$ cat config.mk
export PLATFORM = sky130hd
export DESIGN_NAME = frame_commit_ctrl
export DESIGN_NICKNAME = d
export VERILOG_FILES = /design/src/rtl/frame_commit_ctrl.sv
export SDC_FILE = /design/constraint.sdc
export NUM_CORES = 1
export LEC_CHECK = 0
export BUFFER_PORTS_ARGS = -buffer_cell sky130_fd_sc_hd__buf_2
export CAP_MARGIN = 10
export CORE_MARGIN = 5
export CORE_UTILIZATION = 52
export CTS_BUF_LIST = sky130_fd_sc_hd__clkbuf_4
export CTS_CLUSTER_DIAMETER = 30
export DETAILED_ROUTE_END_ITERATION = 8
export PLACE_DENSITY = 0.77
export SLEW_MARGIN = 20
export SYNTH_ARGS = -nofsm -noshare
export SYNTH_HDL_FRONTEND = slang
export SYNTH_SLANG_ARGS = --single-unit
export TNS_END_PERCENT = 20
$ cat constraint.sdc
create_clock -name clk -period 2.2 [get_ports clk]
set_clock_uncertainty 0.2 [all_clocks]
set_input_delay 0.22 -clock clk [delete_from_list [all_inputs] [get_ports clk]]
set_output_delay 0.22 -clock clk [all_outputs]
set_load 0.005 [all_outputs]
$ cat src/rtl/frame_commit_ctrl.sv
// Frame receive/commit controller: packs an incoming nibble stream into bytes,
// writes them speculatively into a frame buffer and, on the checksum engine's
// verdict, either commits the frame (advances commit_ptr) or rolls it back.
//
// state  | meaning
// IDLE   | checksum engine held in reset, waiting for an axiiv rising edge
// RECV   | nibbles arriving, bytes written at wr_ptr
// WAIT   | stream ended on a byte boundary, waiting for the engine's verdict
// COMMIT | frame accepted, commit_ptr/frame_len updated
// DROP   | frame rejected, wr_ptr rolled back to commit_ptr
module frame_commit_ctrl #(
    parameter int ADDR_W  = 11,
    parameter int TIMEOUT = 16
) (
    input  logic              clk,
    input  logic              rst,
    input  logic              axiiv,
    input  logic [3:0]        axiid,
    input  logic              ck_done,
    input  logic              ck_kill,
    output logic              ck_rst,
    output logic              ck_axiiv,
    output logic [3:0]        ck_axiid,
    output logic              wr_en,
    output logic [ADDR_W-1:0] wr_addr,
    output logic [7:0]        wr_data,
    output logic [ADDR_W-1:0] commit_ptr,
    output logic              frame_good,
    output logic              frame_bad,
    output logic [ADDR_W:0]   frame_len
);

    typedef enum logic [2:0] {IDLE, RECV, WAIT, COMMIT, DROP} state_t;

    localparam int TMR_W = $clog2(TIMEOUT + 1);

    state_t            state;
    logic              axiiv_prev;
    logic              parity;
    logic [3:0]        nib_lo;
    logic [ADDR_W-1:0] wr_ptr;
    logic [ADDR_W:0]   byte_cnt;
    logic [TMR_W-1:0]  timer;
    logic              rise;
    logic              full;
    logic              go_drop;
    logic              go_commit;

    assign rise = axiiv & ~axiiv_prev;
    // Buffer already holds 2^ADDR_W bytes of this frame; one more would wrap onto it.
    assign full = byte_cnt[ADDR_W];

    // Decide whether this cycle ends the frame, so the pulse lines up with the state change.
    always_comb begin
        go_drop   = 1'b0;
        go_commit = 1'b0;
        case (state)
            RECV: go_drop = parity & (~axiiv | full);
            WAIT: begin
                if (ck_kill)
                    go_drop = 1'b1;
                else if (ck_done)
                    go_commit = 1'b1;
                else if (rise || timer == '0)
                    go_drop = 1'b1;
            end
            default: ;
        endcase
    end

    // Main FSM with registered outputs; the edge detector keeps sampling during reset
    // so a still-high axiiv is not mistaken for a new frame afterwards.
    always_ff @(posedge clk) begin
        if (!rst) begin
            state      <= IDLE;
            axiiv_prev <= axiiv;
            parity     <= 1'b0;
            nib_lo     <= '0;
            wr_ptr     <= '0;
            byte_cnt   <= '0;
            timer      <= '0;
            ck_rst     <= 1'b1;
            ck_axiiv   <= 1'b0;
            ck_axiid   <= '0;
            wr_en      <= 1'b0;
            wr_addr    <= '0;
            wr_data    <= '0;
            commit_ptr <= '0;
            frame_good <= 1'b0;
            frame_bad  <= 1'b0;
            frame_len  <= '0;
        end else begin
            axiiv_prev <= axiiv;
            wr_en      <= 1'b0;
            ck_axiiv   <= 1'b0;
            ck_axiid   <= '0;
            frame_good <= go_commit;
            frame_bad  <= go_drop;
            case (state)
                IDLE: begin
                    if (rise) begin
                        state    <= RECV;
                        ck_rst   <= 1'b0;
                        ck_axiiv <= 1'b1;
                        ck_axiid <= axiid;
                        nib_lo   <= axiid;
                        parity   <= 1'b1;
                        byte_cnt <= '0;
                    end
                end
                RECV: begin
                    if (go_drop) begin
                        state  <= DROP;
                        wr_ptr <= commit_ptr;
                    end else if (!axiiv) begin
                        state <= WAIT;
                        timer <= TMR_W'(TIMEOUT - 1);
                    end else begin
                        ck_axiiv <= 1'b1;
                        ck_axiid <= axiid;
                        parity   <= ~parity;
                        if (!parity) begin
                            nib_lo <= axiid;
                        end else begin
                            wr_en    <= 1'b1;
                            wr_addr  <= wr_ptr;
                            wr_data  <= {axiid, nib_lo};
                            wr_ptr   <= wr_ptr + 1'b1;
                            byte_cnt <= byte_cnt + 1'b1;
                        end
                    end
                end
                WAIT: begin
                    if (go_commit) begin
                        state      <= COMMIT;
                        commit_ptr <= wr_ptr;
                        frame_len  <= byte_cnt;
                    end else if (go_drop) begin
                        state  <= DROP;
                        wr_ptr <= commit_ptr;
                    end else begin
                        timer <= timer - 1'b1;
                    end
                end
                COMMIT, DROP: begin
                    state  <= IDLE;
                    ck_rst <= 1'b1;
                end
                default: begin
                    state  <= IDLE;
                    ck_rst <= 1'b1;
                end
            endcase
        end
    end

endmodule

# After elaboration in Yosys (flattened, before gate mapping)
# Cells that the tools add are included.
[word_totals]
mem_count = 0
mem_bits_ro = 0
mem_bits_rw = 0
latch_bits = 0
output_inout_bits = 51
ff_bits = 88
[op_classes]
eq_ne = 15
add_sub_neg = 3
n_mux = 49
bitwise_logic = 10
reduce_logical = 16
order_cmp = 0
multipliers = 0
n_shift = 0
n_div = 0
[op_table]
columns = ["cell", "count"]
rows = [
  ["11-bit two-way mux", 5],
  ["12-bit two-way mux", 4],
  ["4-bit two-way mux", 7],
  ["12-bit one-hot mux with 2 select lines", 1],
  ["11-bit one-hot mux with 2 select lines", 1],
  ["5-bit two-way mux", 4],
  ["5-bit AND reduction", 4],
  ["2-bit != test, second input constant", 9],
  ["4-bit one-hot mux with 2 select lines", 2],
  ["3-bit two-way mux", 5],
  ["1-bit two-way mux", 14],
  ["12-bit by 1-bit adder with 12-bit output, second input constant", 1],
  ["3-bit != test, second input constant", 4],
  ["11-bit by 1-bit adder with 11-bit output, second input constant", 1],
  ["5-bit one-hot mux with 2 select lines", 1],
  ["3-bit one-hot mux with 3 select lines", 1],
  ["1-bit one-hot mux with 2 select lines", 4],
  ["4-bit AND reduction", 2],
  ["1-bit NOT", 7],
  ["5-bit zero test", 1],
  ["5-bit by 1-bit subtractor with 5-bit output, second input constant", 1],
  ["2-bit AND reduction", 2],
  ["2-bit nonzero test", 2],
  ["4-bit OR reduction", 1],
  ["8 further kinds", 9],
]

# Depth between registers and ports, before layout
# Gate-level depths: netlist (run 1).
[depth]
ltp_word = 10
ltp_mapped = 8

# Worst setup path before layout (run 1)
# OpenSTA, ideal clock, no wires.
[synth_path]
path_type = "register to register"
startpoint = "register timer[0]"
endpoint = "register timer[4]"
stages_incl_launch_ff = 8
t_arrival_ps = 1989
path_slack_ps = -112
required_ps = 1877
period_less_slack_ps = 2312
path_cell_list = "dfxtp_1 > inv_1 > ha_1 > nor4b_1 > o311ai_2 > nand4b_2 > or4_1 > mux2_1"
[synth_between]
elab_chain_cells = 8
elab_cells_between_ends = 13
[synth_rtl]
columns = ["item", "line_no", "rtl"]
rows = [
  ["start, declared", "43", "logic [TMR_W-1:0] timer;"],
  ["start signal, assigned", "117", "timer <= TMR_W'(TIMEOUT - 1);"],
  ["start signal, assigned", "142", "timer <= timer - 1'b1;"],
  ["5-bit zero test", "64", "else if (rise || timer == '0)"],
  ["1-bit logical OR", "64", ""],
  ["1-bit two-way mux", "64", ""],
  ["1-bit two-way mux", "62", "else if (ck_done)"],
  ["1-bit two-way mux", "60", "if (ck_kill)"],
  ["1-bit one-hot mux with 2 select lines", "57", "case (state)"],
  ["2-bit != test (no line)", "-", ""],
  ["5-bit AND reduction (no line)", "-", ""],
]
# Several ways; a longest one is shown, not always the timed one. The select of a mux whose other input is x is not followed.
# A chain may end at the register's enable or synchronous reset.

# Worst setup path in the final report (run 1)
# Same ends and word-level chain as after synthesis.

==> results of run 1 <==
[timing repair]
item | 4_1_cts | 5_1_grt
endpoints found under the setup margin | 1 | 5
buffers inserted | 1 | 0
hold buffers | 7 | 0
pin swaps | 3 | 1
gates resized for setup | 1 | 1
endpoints found under the hold margin | 22 | 0
[layout make-up]
type                       count  area share [%]
multi-input combinational    324            40.5
sequential                    88            39.3
timing repair buffer          97            13.6
tap                           96            2.68
clock buffer                  10            1.67
clock inverter                 6            1.51
inverter                       9           0.753
[routing by layer]
metal | up-vias | track usage, % | part of all wire, %
li1 | 1710 | - | -
met1 | 1578 | 26.0 | 43
met2 | 83 | 36.9 | 51
met3 | 6 | 5.61 | 5.4
met4 | 0 | 4.81 | 0.70
met5 | - | 0 | 0
[kinds of logic after synthesis]
group	Yosys count
buffers and inverters	38
AOI/OAI and AO/OA	110
muxes	3
adders and majority gates	4
DFF	88
xor gates and xnor gates	4
and+or+nand+nor	203
[power by group through the flow]
stage                     combinational (mW)  clock [mW]  sequential, mW
after floorplan                        0.146           0            1.67
after global placement                 0.208           0            1.67
after detailed placement               0.215           0            1.67
after CTS                              0.228       0.938            1.64
after global routing                   0.252        1.01            1.64
final                                  0.228       0.908            1.64
[critical path, stage by stage (launching register included)]
cell and delay [ns]:
dfxtp_2 0.36, inv_2 0.05, ha_4 0.14, nor4b_4 0.13
o311ai_4 0.31, nand4b_4 0.14, or4_4 0.43, mux2_4 0.30
[cells in the mapped netlist, drive strengths merged (6+ instances only)]
| cell | count |
|---|---|
| nand2 | 108 |
| dfxtp | 88 |
| a21oi | 67 |
| clkbuf | 24 |
| nor2 | 24 |
| nor3 | 11 |
| o21ai | 11 |
| nand3 | 10 |
| inv | 9 |
| o22ai | 8 |
| or3 | 8 |
| nand4 | 6 |
[worst min path at each step]
stage / end / slack (ns) / cells after the start
finish: wr_addr[4] / 0.26 / 2
global route: frame_len[3] / 0.27 / 6
CTS: frame_good / 0.24 / 5
detailed placement: frame_len[5] / 0.24 / 2
global placement: wr_data[3] / 0.24 / 2
floorplan: axiiv_prev / 0.05 / 0
[per-stage QoR]
| stage | TNS (ns) | util [%] | instance area [µm²] | hold slack (ns) |
|---|---|---|---|---|
| 6_report | 0 | 65.3 | 4490 | 0.262 |
| 5_1_grt | -0.0434 | 65.3 | 4490 | 0.273 |
| 4_1_cts | 0 | 65.3 | 4490 | 0.236 |
| 3_5_place_dp | -0.0837 | 62.0 | 4260 | 0.243 |
| 3_3_place_gp | -0.0364 | 62.0 | 4260 | 0.238 |
| 2_1_floorplan | -0.0834 | - | 3750 | 0.0477 |
[flip-flops by register name, indices dropped and copies added, names as in the netlist, 3 cells and up]
signal	cells
state	3
wr_addr	11
ck_axiid	4
timer	5
wr_data	8
byte_cnt	12
commit_ptr	11
wr_ptr	11
nib_lo	4
frame_len	12
==> out/metrics.csv, run 1 <==
metric,value,unit
cts_max_path_buffers,2,
die_y,94.3,µm
overflow,0,
clockPowerShare,32.7,%
reg2reg_slack,0.04,ns
synth_compound_area_share,17.7,%
synth_top_area_cell,dfxtp_1,
gp_congestion,0.860,
area_delta_synth_final,21.6,%
cts_buffers,9,
grt_pass1_wl,15100,µm
ys_types,56,
min_period_over_period,98.2,%
dpl.cell_count,606,
mostFrequentLayoutCells,"108 x nand2_1, 86 x dfxtp_1, 67 x a21oi_1, 59 x buf_2, 30 x buf_4",
vias_per_cell,5.36,
port_buffers,59,
initial_core_util,53.7,%
htree_levels,3,
cts_tree,yes,
finalSetupViolCount,0,
critPathArrivalTime,2.28,ns
p_per_area,618,nW/µm²
worstReg2RegStart,timer[0],
setup_slack,0.0400,ns
drtIter0Drc,168,
end_kind,flip-flop,
yosys_warnings,0,
grtUsageTotal,21.2,%
synth_area_per_cell,8.20,µm²
hold_violations,0,
crit_path_end,timer[4],
netSwitchingFraction,24.9,%
synthArstFlopShare,0,%
synth_area_leaders,"dfxtp_1 48%, nand2_1 11%, a21oi_1 9.1%",
ys.flop_type,dfxtp_1,
p_switching,690,µW
worstSetupPathType,reg -> reg,
r2r_cells,7,
seq_power_share,59.1,%
p_leak,1.79,nW
clkSlewWorstSetupHoldPaths,0.13,ns
dr.pass1.iters,4,
power.internal,2.09,mW
wirelength,8890,µm
synth_top_family_by_area,simple AND/OR/NAND/NOR gates,
reg2reg_to,timer[4],
clock-sinks,88,
seq_area_frac_synth,47.7,%
start_kind,flip-flop,
power.total,2.77,mW
die_w,94.3,µm
rsz0062_at_grt,yes,
synthXorXnorAreaFrac,0.949,%
io_pins,60,
core,6870,µm²
synth_cells,450,
cts-root-buf,clkbuf_4,
syn_area,3690,µm²
ys_ff_latch,88,
multiInputGateArea,1820,µm²
max_slew.worst_pin.slew,0.548,ns
pre_cts_slack,-0.0837,ns
startpoint,timer[0],
clock.fmax,463,MHz
hold_start,wr_addr[4],
antenna_found_initial,0,
rows,30,
yosys.area_share.adder,1.36,%
fillers,605,
antenna_cells,0,
maxCapViolations,0,
dieArea,8880,µm²
critPathRequiredTime,2.32,ns
clock_latency,0.43,ns
seqCellArea,1760,µm²
drive_gt1_share,24.3,%
yosys.area.top_type_share,47.7,%
maxSlewViolCount,0,
grt_max_degree,53,
dp_hpwl,6400,µm
synthMuxAreaShare,0.881,%
cp_max_fo,4,
wl_per_cell,14.1,µm
grt_pass1_vias,3274,
combPwrFrac,8.2,%
layout.nets,542,
instances_no_fill,630,
min_period,2.16,ns
drc,0,
min-delay-path-class,reg -> reg,
synth_nets,463,
synthSimpleGateAreaFrac,26.6,%
outcome,finished clean,
final_common_cell,nand2_1,
relSlewSlack,63.1,%
synth_edf_count,0,
vias,3377,
ir_drop,0.417,mV
ant_nets,0,
Power figures use the tool's default switching activity.
==> run 2, diff against run 1 <==
--- a/config.mk
+++ b/config.mk
@@ -14,4 +14,5 @@
 export DETAILED_ROUTE_END_ITERATION = 8
 export PLACE_DENSITY = 0.77
+export SETUP_SLACK_MARGIN = 0.05
 export SLEW_MARGIN = 20
 export SYNTH_ARGS = -nofsm -noshare
==> constraint.sdc (replaced) <==
create_clock -name clk -period 2.2 [get_ports clk]
set_clock_uncertainty 0.2 [all_clocks]
set_input_delay 0.44 -clock clk [delete_from_list [all_inputs] [get_ports clk]]
set_output_delay 0.44 -clock clk [all_outputs]
set_load 0.005 [all_outputs]
==> run 2 against run 1 <==
  * The run now ends with negative setup slack left
  * Clock power is 2% lower
  * Power barely moved
  * Routed wire length grew 5.3%
  * Sequential power about the same
  * Sequential share of layout area decreased by 0.71 points
  * First-iteration DRC count is 24% higher
  * Count of clock-buffer cells in the layout fell by 1
  * Die area unchanged
  * Hold slack got worse by 0.23 ns
  * Critical path depth did not move
  * Critical path type unchanged
  * Largest cell class unchanged
==> out/metrics.csv, run 2 (synthesis results as in run 1) <==
metric,value,unit
outcome,finished with violations,
violations,negative setup slack,
crit_path_cell_trace,"inv_2, ha_4, nor4b_4, o311ai_4, nand4b_4, or4_4, mux2_4",
worstReg2RegStart,timer[1],
finalSetupViolCount,1,
critPathArrivalTime,2.36,ns
clockPowerShare,32.0,%
final_area,4570,µm²
mostFrequentLayoutCells,"108 x nand2_1, 86 x dfxtp_1, 67 x a21oi_1, 59 x buf_2, 42 x buf_4",
die_y,94.3,µm
grt_pass1_wl,15600,µm
p_per_area,607,nW/µm²
power.internal,2.00,mW
min_path_cells,2,
rsz0062_at_grt,yes,
initial_core_util,53.7,%
holdBufCountCts,0,
drive_gt1_share,27.7,%
gp_congestion,0.859,
end_kind,flip-flop,
min_period_over_period,101,%
area_delta_synth_final,23.8,%
layout.nets,549,
netSwitchingFraction,27.9,%
io_pins,60,
slowest_delay,0.50,ns
r2r_cells,7,
placed_area,4350,µm²
ant_nets,0,
min-delay-path-class,in -> reg,
core,6870,µm²
port_buffers,59,
grt_pass1_vias,3377,
reg2reg_to,timer[4],
p_switching,773,µW
largestRegisters,"byte_cnt x12, frame_len x12",
antenna_found_initial,0,
clkSlewWorstSetupHoldPaths,0.16,ns
wl_per_cell,14.7,µm
worstSetupPathType,reg -> reg,
maxSlewViolCount,0,
seq_power_share,59.2,%
fillers,583,
rows,30,
setup_slack,-0.0283,ns
ir_drop,0.329,mV
cp_slowest_cell,or4_4,
vias_per_cell,5.47,
cts_buffers,9,
final_common_cell,nand2_1,
die_w,94.3,µm
hold_violations,0,
clock.fmax,449,MHz
combPwrFrac,8.7,%
antenna_cells,0,
cp_max_fo,3,
relSlewSlack,69.6,%
startpoint,timer[1],
critPathRequiredTime,2.33,ns
fin_hold_ws,0.0337,ns
dp_hpwl,6650,µm
start_kind,flip-flop,
cts_max_path_buffers,2,
reg2reg_slack,-0.03,ns
crit_path_end,timer[4],
clock-sinks,88,
p_leak,1.86,nW
clock_latency,0.42,ns
hold_start,axiid[1],
drc,0,
overflow,0,
htree_levels,3,
cts-root-buf,clkbuf_4,
grt_max_degree,53,
maxCapViolations,0,
dr.pass1.iters,4,
max_slew.worst_pin.slew,0.455,ns
min_period,2.23,ns
cts_tree,yes,
grtUsageTotal,21.6,%
vias,3486,
drtIter0Drc,209,
dieArea,8880,µm²
wirelength,9360,µm
run 2: cell count changes in the layout (fill, tap and decap cells not counted), sizes merged:
cell         delta
buf            +14
clkbuf          -1
inv             +2
bufinv          -1
clkinvlp        -2
clkinv          +2
dlygate4sd3     -7
run 2: power groups by stage:
stage	logic (mW)	registers, mW	clock network (mW)
after floorplan	0.146	1.67	0
after global placement	0.223	1.67	0
after detailed placement	0.228	1.67	0
after CTS	0.235	1.64	0.901
after global routing	0.266	1.65	0.974
final	0.242	1.64	0.889
run 2: worst min path at each step:
stage	endpoint	slack, ns
after floorplan	timer[0]	0.23
after detailed placement	wr_addr[4]	0.24
after global placement	wr_data[6]	0.24
after global routing	ck_axiid[0]	0.006
after CTS	ck_axiid[1]	0.01
final	ck_axiid[1]	0.03
run 2: worst max-delay path: cells and delay by family (launching register included):
| kind | cells | cell delay (ns) |
|---|---|---|
| buffers and inverters | 1 | 0.05 |
| AND/OR/NAND/NOR | 3 | 0.76 |
| flip-flops | 1 | 0.37 |
| multiplexers | 1 | 0.30 |
| adder cells (fa/ha/maj) | 1 | 0.14 |
| AO/OA/AOI/OAI | 1 | 0.30 |
run 2: repair_timing:
action                                  in CTS  in global routing
pin swaps                                    4                  1
hold endpoints to repair                     0                  0
resized for setup                            6                 11
endpoints found under the setup margin      12                 35
buffers inserted                             3                  0
run 2: per-stage QoR:
stage               power, mW  setup TNS, ns  std cells  utilization (%)  worst slack (ns)
floorplan                1.81        -0.0941        450                -           -0.0941
global placement         1.90        -0.0968        619             63.3           -0.0827
detailed placement       1.90         -0.248        619             63.3            -0.109
CTS                      2.78        -0.0223        638             66.0           -0.0223
global route             2.89         -0.102        637             66.5           -0.0874
finish                   2.77        -0.0283        637             66.5           -0.0283
run 2: layout make-up:
cell class	count	area [µm²]	area share (%)
Clock buffer	9	67.6	1.48
Clock inverter	7	73.8	1.62
Sequential cell	88	1760	38.6
Multi-Input combinational cell	324	1860	40.7
Tap cell	96	120	2.63
Timing Repair Buffer	104	653	14.3
Inverter	9	33.8	0.739
run 2: metal layers:
metal	up-vias	global-route usage [%]	share of wire [%]
li1	1729	-	-
met1	1625	26.9	43
met2	112	37.8	50
met3	20	3.77	5.0
met4	0	6.74	1.6
met5	-	0	0
